## src/rtl/router_pkt_pkg.sv

```systemverilog
// Shared types and helpers for the router packet transmitter.
// Optional parity corruption is enabled by ROUTER_PKT_TX_PARITY_CORRUPT_EN.
package router_pkt_pkg;

    localparam int ADDR_W = 2;
    localparam int LEN_W  = 6;
    localparam int DATA_W = 8;

    localparam logic [ADDR_W-1:0] ILLEGAL_ADDR = 2'd3;

    typedef enum logic [2:0] {
        TX_IDLE,
        TX_LOAD,
        TX_HDR,
        TX_PLD,
        TX_PAR,
        TX_WAIT
    } tx_state_e;

    function automatic logic [DATA_W-1:0] make_header(
        input logic [LEN_W-1:0]  len,
        input logic [ADDR_W-1:0] addr
    );
        return {len, addr};
    endfunction

endpackage

```

## src/rtl/router_tx_buf.sv

```systemverilog
// Single-clock show-ahead FIFO holding one packet payload.
// Pointers and occupancy clear asynchronously; storage is not reset.
module router_tx_buf #(
    parameter int DEPTH = 63,
    parameter int DW    = 8
) (
    input  logic          clk_i,
    input  logic          rst_ni,
    input  logic          wr_en_i,
    input  logic [DW-1:0] wr_data_i,
    input  logic          rd_en_i,
    output logic [DW-1:0] rd_data_o,
    output logic          empty_o,
    output logic          full_o
);

    localparam int AW = $clog2(DEPTH);

    logic [DW-1:0] mem_q [DEPTH];
    logic [AW-1:0] wptr_q;
    logic [AW-1:0] rptr_q;
    logic [AW:0]   cnt_q;
    logic          wr;
    logic          rd;

    assign empty_o   = (cnt_q == '0);
    assign full_o    = (cnt_q == (AW+1)'(DEPTH));
    assign wr        = wr_en_i && !full_o;
    assign rd        = rd_en_i && !empty_o;
    assign rd_data_o = mem_q[rptr_q];

    always_ff @(posedge clk_i) begin
        if (wr) begin
            mem_q[wptr_q] <= wr_data_i;
        end
    end

    always_ff @(posedge clk_i or negedge rst_ni) begin
        if (!rst_ni) begin
            wptr_q <= '0;
            rptr_q <= '0;
            cnt_q  <= '0;
        end else begin
            if (wr) begin
                wptr_q <= (wptr_q == AW'(DEPTH-1)) ? '0 : wptr_q + AW'(1);
            end
            if (rd) begin
                rptr_q <= (rptr_q == AW'(DEPTH-1)) ? '0 : rptr_q + AW'(1);
            end
            unique case ({wr, rd})
                2'b10:   cnt_q <= cnt_q + (AW+1)'(1);
                2'b01:   cnt_q <= cnt_q - (AW+1)'(1);
                default: cnt_q <= cnt_q;
            endcase
        end
    end

endmodule

```

## src/rtl/router_pkt_tx.sv

```systemverilog
// Router source-port packet transmitter: buffer payload, send hdr/pld/parity.
// Define ROUTER_PKT_TX_PARITY_CORRUPT_EN to add the corrupt_par input.
module router_pkt_tx
    import router_pkt_pkg::*;
#(
    parameter int ERR_WAIT = 3,
    parameter int MAX_LEN  = 63
) (
    input  logic              clock,
    input  logic              resetn,
    input  logic              cmd_valid,
    output logic              cmd_ready,
    input  logic [ADDR_W-1:0] cmd_addr,
    input  logic [LEN_W-1:0]  cmd_len,
    input  logic              pld_valid,
    output logic              pld_ready,
    input  logic [DATA_W-1:0] pld_data,
    input  logic              busy,
    input  logic              err,
`ifdef ROUTER_PKT_TX_PARITY_CORRUPT_EN
    input  logic              corrupt_par,
`endif
    output logic [DATA_W-1:0] data_in,
    output logic              pkt_valid,
    output logic              done,
    output logic              done_err,
    output logic              bad_cmd
);

    tx_state_e         state_q;
    logic [DATA_W-1:0] hdr_q;
    logic [DATA_W-1:0] par_q;
    logic [LEN_W-1:0]  len_q;
    logic [LEN_W-1:0]  cnt_q;
    logic [3:0]        wait_q;
    logic              sticky_q;
    logic [DATA_W-1:0] data_in_q;
    logic              pkt_valid_q;
    logic              done_q;
    logic              done_err_q;
    logic              bad_cmd_q;
    logic              corrupt_q;

    logic              wr_en;
    logic              rd_en;
    logic [DATA_W-1:0] rd_data;
    logic              buf_empty;
    logic              buf_full;

    assign cmd_ready = (state_q == TX_IDLE);
    assign pld_ready = (state_q == TX_LOAD);
    assign wr_en     = pld_ready && pld_valid && !buf_full;
    assign rd_en     = !busy && ((state_q == TX_HDR) ||
                                 (state_q == TX_PLD && !buf_empty));

    assign data_in   = data_in_q;
    assign pkt_valid = pkt_valid_q;
    assign done      = done_q;
    assign done_err  = done_err_q;
    assign bad_cmd   = bad_cmd_q;

`ifdef ROUTER_PKT_TX_PARITY_CORRUPT_EN
    always_ff @(posedge clock or negedge resetn) begin
        if (!resetn) begin
            corrupt_q <= 1'b0;
        end else if (cmd_valid && cmd_ready) begin
            corrupt_q <= corrupt_par;
        end
    end
`else
    assign corrupt_q = 1'b0;
`endif

    router_tx_buf #(
        .DEPTH (MAX_LEN),
        .DW    (DATA_W)
    ) u_buf (
        .clk_i     (clock),
        .rst_ni    (resetn),
        .wr_en_i   (wr_en),
        .wr_data_i (pld_data),
        .rd_en_i   (rd_en),
        .rd_data_o (rd_data),
        .empty_o   (buf_empty),
        .full_o    (buf_full)
    );

    always_ff @(posedge clock or negedge resetn) begin
        if (!resetn) begin
            state_q     <= TX_IDLE;
            hdr_q       <= '0;
            par_q       <= '0;
            len_q       <= '0;
            cnt_q       <= '0;
            wait_q      <= '0;
            sticky_q    <= 1'b0;
            data_in_q   <= '0;
            pkt_valid_q <= 1'b0;
            done_q      <= 1'b0;
            done_err_q  <= 1'b0;
            bad_cmd_q   <= 1'b0;
        end else begin
            done_q     <= 1'b0;
            done_err_q <= 1'b0;
            bad_cmd_q  <= 1'b0;
            unique case (state_q)
                TX_IDLE: begin
                    if (cmd_valid) begin
                        if (cmd_addr == ILLEGAL_ADDR || cmd_len == '0) begin
                            bad_cmd_q <= 1'b1;
                        end else begin
                            hdr_q   <= make_header(cmd_len, cmd_addr);
                            par_q   <= make_header(cmd_len, cmd_addr);
                            len_q   <= cmd_len;
                            cnt_q   <= '0;
                            state_q <= TX_LOAD;
                        end
                    end
                end
                TX_LOAD: begin
                    if (wr_en) begin
                        par_q <= par_q ^ pld_data;
                        cnt_q <= cnt_q + LEN_W'(1);
                        if (cnt_q == len_q - LEN_W'(1)) begin
                            data_in_q   <= hdr_q;
                            pkt_valid_q <= 1'b1;
                            state_q     <= TX_HDR;
                        end
                    end
                end
                TX_HDR: begin
                    if (!busy) begin
                        data_in_q <= rd_data;
                        state_q   <= TX_PLD;
                    end
                end
                TX_PLD: begin
                    if (!busy) begin
                        if (!buf_empty) begin
                            data_in_q <= rd_data;
                        end else begin
                            data_in_q   <= par_q ^ {7'b0, corrupt_q};
                            pkt_valid_q <= 1'b0;
                            state_q     <= TX_PAR;
                        end
                    end
                end
                TX_PAR: begin
                    if (!busy) begin
                        data_in_q <= '0;
                        wait_q    <= 4'(ERR_WAIT - 1);
                        sticky_q  <= 1'b0;
                        state_q   <= TX_WAIT;
                    end
                end
                TX_WAIT: begin
                    // err on the final window cycle still counts
                    if (wait_q == '0) begin
                        done_q     <= 1'b1;
                        done_err_q <= sticky_q | err;
                        state_q    <= TX_IDLE;
                    end else begin
                        wait_q   <= wait_q - 4'd1;
                        sticky_q <= sticky_q | err;
                    end
                end
                default: begin
                    state_q <= TX_IDLE;
                end
            endcase
        end
    end

endmodule

```

## config.mk

```make
export PLATFORM = sky130hd
export DESIGN_NAME = router_pkt_tx
export DESIGN_NICKNAME = d
export VERILOG_FILES = /design/src/rtl/router_pkt_pkg.sv /design/src/rtl/router_tx_buf.sv /design/src/rtl/router_pkt_tx.sv
export SDC_FILE = /design/constraint.sdc
export NUM_CORES = 1
export LEC_CHECK = 0
export CAP_MARGIN = 40
export CORE_MARGIN = 2
export CORE_UTILIZATION = 34
export DETAILED_ROUTE_END_ITERATION = 12
export SLEW_MARGIN = 10
export SYNTH_ARGS = -nofsm -noshare
export SYNTH_HDL_FRONTEND = slang
export SYNTH_SLANG_ARGS = --single-unit
```

## constraint.sdc

```tcl
create_clock -name clock -period 3.5 [get_ports clock]
set_input_delay 0.525 -clock clock [delete_from_list [all_inputs] [get_ports clock]]
set_output_delay 0.525 -clock clock [all_outputs]
set_load 0.1 [all_outputs]
```

; ---- Word level (Yosys, flattened, before mapping)
; Memory sizes are Yosys's and may differ from the RTL's.
; Cells that the tools add are included.
[word_totals]
mem_count = 1
regBits = 67
out_inout_bits = 14
rom_bits = 0
latch_bits = 0
ram_bits = 504
inputBits = 22
word_cells = 122
[op_classes]
magnitude_cmp = 0
n_div = 0
multipliers = 0
addsub = 7
mux = 48
n_eq_ne = 22
n_bitwise = 3
shifts = 0
reduce_logical = 26
[memory_table]
columns = memory, words, word_bits, read_ports, rd_clocked_by_memory_dff, wr, line_no
row1 = u_buf.mem_q, 63, 8, 1, 0, 1, router_tx_buf.sv:19  ; logic [DW-1:0] mem_q [DEPTH];
[op_table]
columns = op, n
row1 = two-way mux 8 bit, 9
row2 = one-hot mux 8 bit (4 select lines), 1
row3 = two-way mux 6 bit, 5
row4 = two-way mux 3 bit, 9
row5 = "adder 6 x 1 -> 6 bit, second input constant", 3
row6 = one-hot mux 3 bit (6 select lines), 1
row7 = "!= test 2 bit, second input constant", 8
row8 = one-hot mux 8 bit (2 select lines), 1
row9 = two-way mux 1 bit, 15
row10 = one-hot mux 7 bit (2 select lines), 1
row11 = "== test 6 bit, second input constant", 2
row12 = one-hot mux 6 bit (2 select lines), 1
row13 = AND reduction 9 bit, 1
row14 = two-way mux 4 bit, 2
row15 = one-hot mux 4 bit (2 select lines), 1
row16 = nonzero test 2 bit, 4
row17 = XOR 8 bit, 1
row18 = "adder 7 x 1 -> 7 bit, second input constant", 1
row19 = "== test 7 x 6 -> 1 bit, second input constant", 1
row20 = logical NOT 7 bit, 1
row21 = "subtractor 7 x 1 -> 7 bit, second input constant", 1
row22 = "== test 3 x 2 -> 1 bit, second input constant", 2
row23 = "== test 3 bit, second input constant", 2
row24 = == test 6 bit, 1
row25 = other kinds (20), 32

; ---- Depth between registers and ports, before layout
[depth]
word_depth = 8
ltp_mapped = 16
mapped_depth_nobuf = 14

; ---- Cells and area by module
; Synthesis repeated with hierarchy kept, for this count alone.
[hier_totals]
cells_unflattened = 1356
hier_area_um2 = 23202.3
[by_module_without_submodules]
columns = module, cells_each, seq_area_each_um2, area_per_inst_um2, instances
row1 = router_tx_buf, 1085, 15610.0, 20803.7, 1
row2 = router_pkt_tx, 271, 1051.0, 2398.6, 1

; ---- Worst setup path before layout
; Ideal clock, no wire load.
[synth_timing]
path_kind = flip-flop to flip-flop
start = reg state_q[0]
end = reg par_q[3]
stages_incl_launch_ff = 8
setup_ns = 0.079
arrival_ns = 4.399
path_buffers = 2
period_less_slack_ns = 4.478
path_slack_ns = -0.978
required_ns = 3.421
path_cell_list = dfrtp_1 > clkbuf_1 > nor3_1 > nand3_1 > nand2_1 > clkbuf_1 > a21oi_1 > a21oi_1
[synth_via]
elab_cells_between_ends = 10
classes_between = eq/ne (4) / mux (1) / reduce/logical (5)
[synth_lines]
columns = element, line_no
row1 = start: declaration, router_pkt_tx.sv:30  ; tx_state_e state_q;
row2 = start signal: assignment, router_pkt_tx.sv:90  ; state_q <= TX_IDLE;
row3 = start signal: assignment, router_pkt_tx.sv:116  ; state_q <= TX_LOAD;
row4 = start signal: assignment, router_pkt_tx.sv:127  ; state_q <= TX_HDR;
row5 = logical NOT 3 bit *, --
row6 = via cmd_ready, router_pkt_tx.sv:12  ; output logic cmd_ready,
row7 = != test 2 bit (no line) / nonzero test 2 bit (equally long branches), --
row8 = AND reduction 4 bit (no line), --
row9 = end signal: assignment, router_pkt_tx.sv:113  ; par_q <= make_header(cmd_len, cmd_addr);
row10 = end signal: assignment, router_pkt_tx.sv:122  ; par_q <= par_q ^ pld_data;
row11 = end: declaration, router_pkt_tx.sv:32  ; logic [DATA_W-1:0] par_q;
; Mark *: on every way through the listed nets, which the timed path passes. The rest lies on a longest branch.
; A chain may end at the register's enable or synchronous reset.

; ---- Worst setup path after layout
[layout_timing]
start = reg u_buf.cnt_q[5]
end = reg u_buf.cnt_q[6]
[layout_via]
elab_chain_cells = 8
elab_cells_between_ends = 16
classes_between = add/sub (2) / eq/ne (3) / mux (1) / reduce/logical (10)
[layout_rtl]
columns = element, line_no
row1 = start: declaration, router_tx_buf.sv:22  ; logic [AW:0] cnt_q;
row2 = start signal: assignment, router_tx_buf.sv:51  ; 2'b10: cnt_q <= cnt_q + (AW+1)'(1);
row3 = start signal: assignment, router_tx_buf.sv:52  ; 2'b01: cnt_q <= cnt_q - (AW+1)'(1);
row4 = start signal: assignment, router_tx_buf.sv:53  ; default: cnt_q <= cnt_q;
row5 = logical NOT 7 bit *, router_tx_buf.sv:26  ; assign empty_o = (cnt_q == '0);
row6 = logical NOT 1 bit *, "router_tx_buf.sv:29, router_pkt_tx.sv:54"
row7 = logical AND 1 bit, router_pkt_tx.sv:54  ; (state_q == TX_PLD && !buf_empty));
row8 = logical OR 1 bit, router_pkt_tx.sv:53  ; assign rd_en = !busy && ((state_q == TX_HDR) ||
row9 = logical AND 1 bit, router_pkt_tx.sv:53
row10 = logical AND 1 bit *, router_tx_buf.sv:29  ; assign rd = rd_en_i && !empty_o;
row11 = via u_buf.rd, router_tx_buf.sv:24  ; logic rd;
row12 = == test 2 x 1 -> 1 bit / == test 2 bit (equally long branches), router_tx_buf.sv:50  ; unique case ({wr, rd})
row13 = one-hot mux 7 bit (2 select lines) / nonzero test 2 bit (equally long branches), --
; Marked as above.

==> results by group <==
Finish
  – Finished Layout Cells: 2438
  – Multi-input gate area: 0.00593 mm2
  – ANT cells: 0
  – Nets: 1556
  – Register area: 0.0167 mm2
  – Area Growth Syn to Fin: 17.8%
  – FILL cells: 6019
  – Layout cells sized above 1: 21.5%

Critical path
  – CP Capture Type: flip-flop
  – FF-to-FF Start: u_buf.cnt_q[5]$_DFFE_PN0P_
  – Crit path DAT: 3.77 ns
  – Worst r2r dst: u_buf.cnt_q[6]$_DFFE_PN0P_
  – CP Launch Type: flip-flop
  – Critical path class: flip-flop to flip-flop
  – CP Buf/Inv Count: 2
  – Slowest cell on the critical path: or4_4
  – Worst path cell trace: or4_4 -> nor4_4 -> or3_1 -> inv_1 -> ha_1 -> buf_4 -> ha_1 -> o21ai_1 -> a21oi_1 -> o21ai_1 -> nand3_1 -> or3b_2 -> xnor2_1
  – Worst EP required: 4.00 ns
  – Worst reg-to-reg setup slack: 0.23 ns
  – CP max FO: 4
  – Crit-path max cell delay: 0.54 ns
  – R2R cell count: 13
  – Worst path top cell family by delay: simple AND/OR/NAND/NOR gates

Pwr
  – Maximum vdd drop: 443 uV
  – Net Sw Power: 6.04 mW
  – Power per cell area: 720 mW/mm2
  – Net Sw Frac: 31.0%
  – Final Power: 19.5 mW
  – Clock network fraction of total power: 30.3%
  – Pleak: 9.27 nW
  – Combinational share of power: 26.8%
  – Flop pwr share: 42.9%
  – Int Power: 13.4 mW

Floorplan
  – Die Span Y: 264 um
  – Core area: 0.0670 mm2
  – Initial Utilization: 34.3%
  – Die ar.: 0.0697 mm2
  – I/O Pins: 36
  – Chip Width: 264 um
  – Cell Rows: 95

Routing
  – Highest routed metal layer: met5
  – Routed vias: 12800
  – Drt pass-1 iters: 5
  – Vias per inst: 5.24
  – DR WL met2: 26500 um
  – Antenna viol nets, final: 0
  – Starting DRT DRC Count: 1476
  – Final wirelength: 55200 um
  – DRC Markers: 0
  – Drt wl/cell: 22.6 um
  – Met1 wire length: 24400 um
  – WL met3: 3180 um

Placed design
  – I/O Buffers: 35
  – Placed Cells: 2333
  – DP Worst Slack: -0.0877 ns
  – RePlAce Congestion: 0.792
  – Final HPWL DP: 36600 um

Timing
  – Final Hold Viols: 0
  – PnR worst setup slack: 0.230 ns
  – Tcrit/Tclk final: 93.4%
  – Slew margin rel.: 41.2%
  – Final Setup Violations: 0
  – Minimum clock period: 3.27 ns
  – Slew of the pin with the lowest slew margin: 0.882 ns
  – RSZ-0062 raised after global routing: no
  – Final Slew Violations: 0
  – Highest clock rate: 306 MHz
  – Worst Skew: 0.0171 ns

CTS
  – Worst-Skew Late Latency: 0.61 ns
  – CTS max path bufs: 3
  – Clk root buf: clkbuf_16
  – Clock Sinks: 565
  – Postcts setup bufs: 0
  – TritonCTS Buffers: 57
  – H-tree Lvls: 2
  – CTS tree: yes
  – Clk slew on worst S/H paths: 0.06 ns

GRT
  – GRT Resource Usage Total: 15.9%
  – Via count of the first global-routing pass: 13000
  – First-pass GRT wire length: 83700 um
  – Largest net degree at the start of global routing: 42
  – Gr ovfl total: 0
  – Initial antenna violation count: 3

Synthesis
  – Compound-cell area share of the yosys netlist: 5.62%
  – Syn Nets: 1400
  – Asr flop ratio synth: 10.8%
  – Gate Count Post-Synth: 1364
  – Post-synthesis xor/xnor area fraction: 0.724%
  – Register area share after synthesis: 72.5%
  – Dominant synthesized flop cell: edfxtp_1
  – Distinct cell type count of the synthesized netlist: 59
  – Avg Inst Size Synth: 16.8 um2
  – Yosys warning total: 0
  – Synth Area in Simple Gates: 5.90%
  – Adder-cell area share of the yosys netlist: 0.795%
  – Fraction of synthesized area in multiplexers: 12.7%
  – Largest family of logic cells by synthesized area: multiplexers
  – Mapped Area: 0.0230 mm2
  – Yosys reg bits: 565
  – EDFF count, synth: 504

Status
  – Status: finished clean

Run
  – Max cap viols: 0

Worst hold path
  – HP Class: input pin to asynchronous set/reset pin
-- metrics by stage --
step	util (%)	cell area [um2]	hold WS, ns	setup TNS, ns
finish	40.4	27100	0.422	0
floorplan	-	23000	0.229	0
CTS	40.3	27000	0.407	0
global placement	37.3	25000	0.466	-0.0557
global route	40.4	27100	0.457	0
detailed placement	37.7	25200	0.465	-0.0877
-- cell usage in the layout, fill, tap and decap left out, types with 44 or more instances in the layout --
cell type and n:
a21oi_1 44, buf_4 115, clkbuf_16 59, dfrtp_1 57, edfxtp_1 504, mux2i_1 93, mux4_2 88, nand2_1 79
nor2_1 101, o21ai_0 57
-- power groups by stage --
stage | clock network [mW] | logic, mW | registers (mW)
3_5_place_dp | 0 | 5.23 | 8.49
6_report | 5.89 | 5.22 | 8.36
2_1_floorplan | 0 | 3.37 | 8.48
5_1_grt | 6.27 | 5.63 | 8.43
3_3_place_gp | 0 | 5.01 | 8.47
4_1_cts | 6.00 | 5.24 | 8.36
-- state kept, by name, indices dropped and copies added, names as in the netlist --
register	flops
wait_q	4
sticky_q	1
bad_cmd	1
data_in	8
pkt_valid	1
u_buf.mem_q	504
done_err	1
cnt_q	6
hdr_q	8
state_q	3
done	1
par_q	8
u_buf.wptr_q	6
u_buf.rptr_q	6
u_buf.cnt_q	7
-- worst register-to-register path: stages, from the launching register on --
cell,delay [ns]
dfrtp_1,0.42
or4_4,0.54
nor4_4,0.17
or3_1,0.17
inv_1,0.06
ha_1,0.24
buf_4,0.16
ha_1,0.31
o21ai_1,0.09
a21oi_1,0.21
o21ai_1,0.11
nand3_1,0.09
or3b_2,0.45
xnor2_1,0.13
-- kinds of logic (layout without fill, tap and decap cells) --
kind of cell	count (synthesis)	after routing
xor gates and xnor gates	19	19
buffers and inverters	95	296
DFF	565	565
and+or+nand+nor	288	288
adders and majority gates	14	14
muxes	181	181
AOI/OAI and AO/OA	202	202
-- Yosys cell counts (all sizes together) (2+ instances only) --
cell / count / share of area, %
mux4: 88 / 8.6
dfrtp: 61 / 6.6
or3b: 5 / 0.19
or4: 3 / 0.098
o221ai: 10 / 0.38
nor2b: 10 / 0.27
nand2b: 12 / 0.33
nand4b: 3 / 0.11
or2: 3 / 0.082
a311oi: 3 / 0.11
edfxtp: 504 / 66
o22ai: 20 / 0.54
o31ai: 7 / 0.25
a2111oi: 8 / 0.34
nor3b: 3 / 0.098
nor2: 103 / 1.7
o211ai: 10 / 0.33
or3: 5 / 0.14
mux2i: 93 / 4.1
a21oi: 44 / 0.96
o21a: 2 / 0.065
inv: 24 / 0.39
clkbuf: 41 / 0.67
a211oi: 10 / 0.33
a21o: 2 / 0.065
xnor2: 12 / 0.46
nor4: 2 / 0.082
o2111ai: 4 / 0.15
o21ai: 60 / 1.3
nor3: 8 / 0.17
o22a: 4 / 0.15
nand4: 8 / 0.22
buf: 30 / 0.69
a22o: 4 / 0.15
nand3: 31 / 0.68
a22oi: 9 / 0.29
nand2: 79 / 1.3
and3: 6 / 0.16
nand3b: 5 / 0.16
ha: 13 / 0.71
xor2: 7 / 0.27
-- worst max path at each step --
stage | from | end | depth (start not counted)
3_5_place_dp | busy | u_buf.cnt_q[6]$_DFFE_PN0P_ | 13
6_report | u_buf.cnt_q[5]$_DFFE_PN0P_ | u_buf.cnt_q[6]$_DFFE_PN0P_ | 13
3_3_place_gp | busy | u_buf.cnt_q[6]$_DFFE_PN0P_ | 13
2_1_floorplan | u_buf.cnt_q[2]$_DFFE_PN0P_ | u_buf.cnt_q[6]$_DFFE_PN0P_ | 14
4_1_cts | u_buf.cnt_q[5]$_DFFE_PN0P_ | u_buf.cnt_q[6]$_DFFE_PN0P_ | 13
5_1_grt | u_buf.cnt_q[5]$_DFFE_PN0P_ | u_buf.cnt_q[6]$_DFFE_PN0P_ | 13
-- per-layer routing --
metal  vias up  track usage, %
met3        74            2.29
met4         2            4.27
li1       5709               -
met1      6621            22.2
met5         -               0
met2       381            26.0
-- final cells by class --
class	count	share of cell area [%]
well taps	873	4.04
inverters	24	0.333
clock inverters	34	0.994
multi-input cells	704	21.9
clock buffers	70	5.65
repair buffers	168	5.49
flip-flops and latches	565	61.6
-- repair_timing --
item	4_1_cts	5_1_grt
hold endpoints to repair	20	0
endpoints found under the setup margin	0	1
hold buffers	1	0
resized for setup	0	4
No activity file was read; power rests on OpenSTA's default activity.
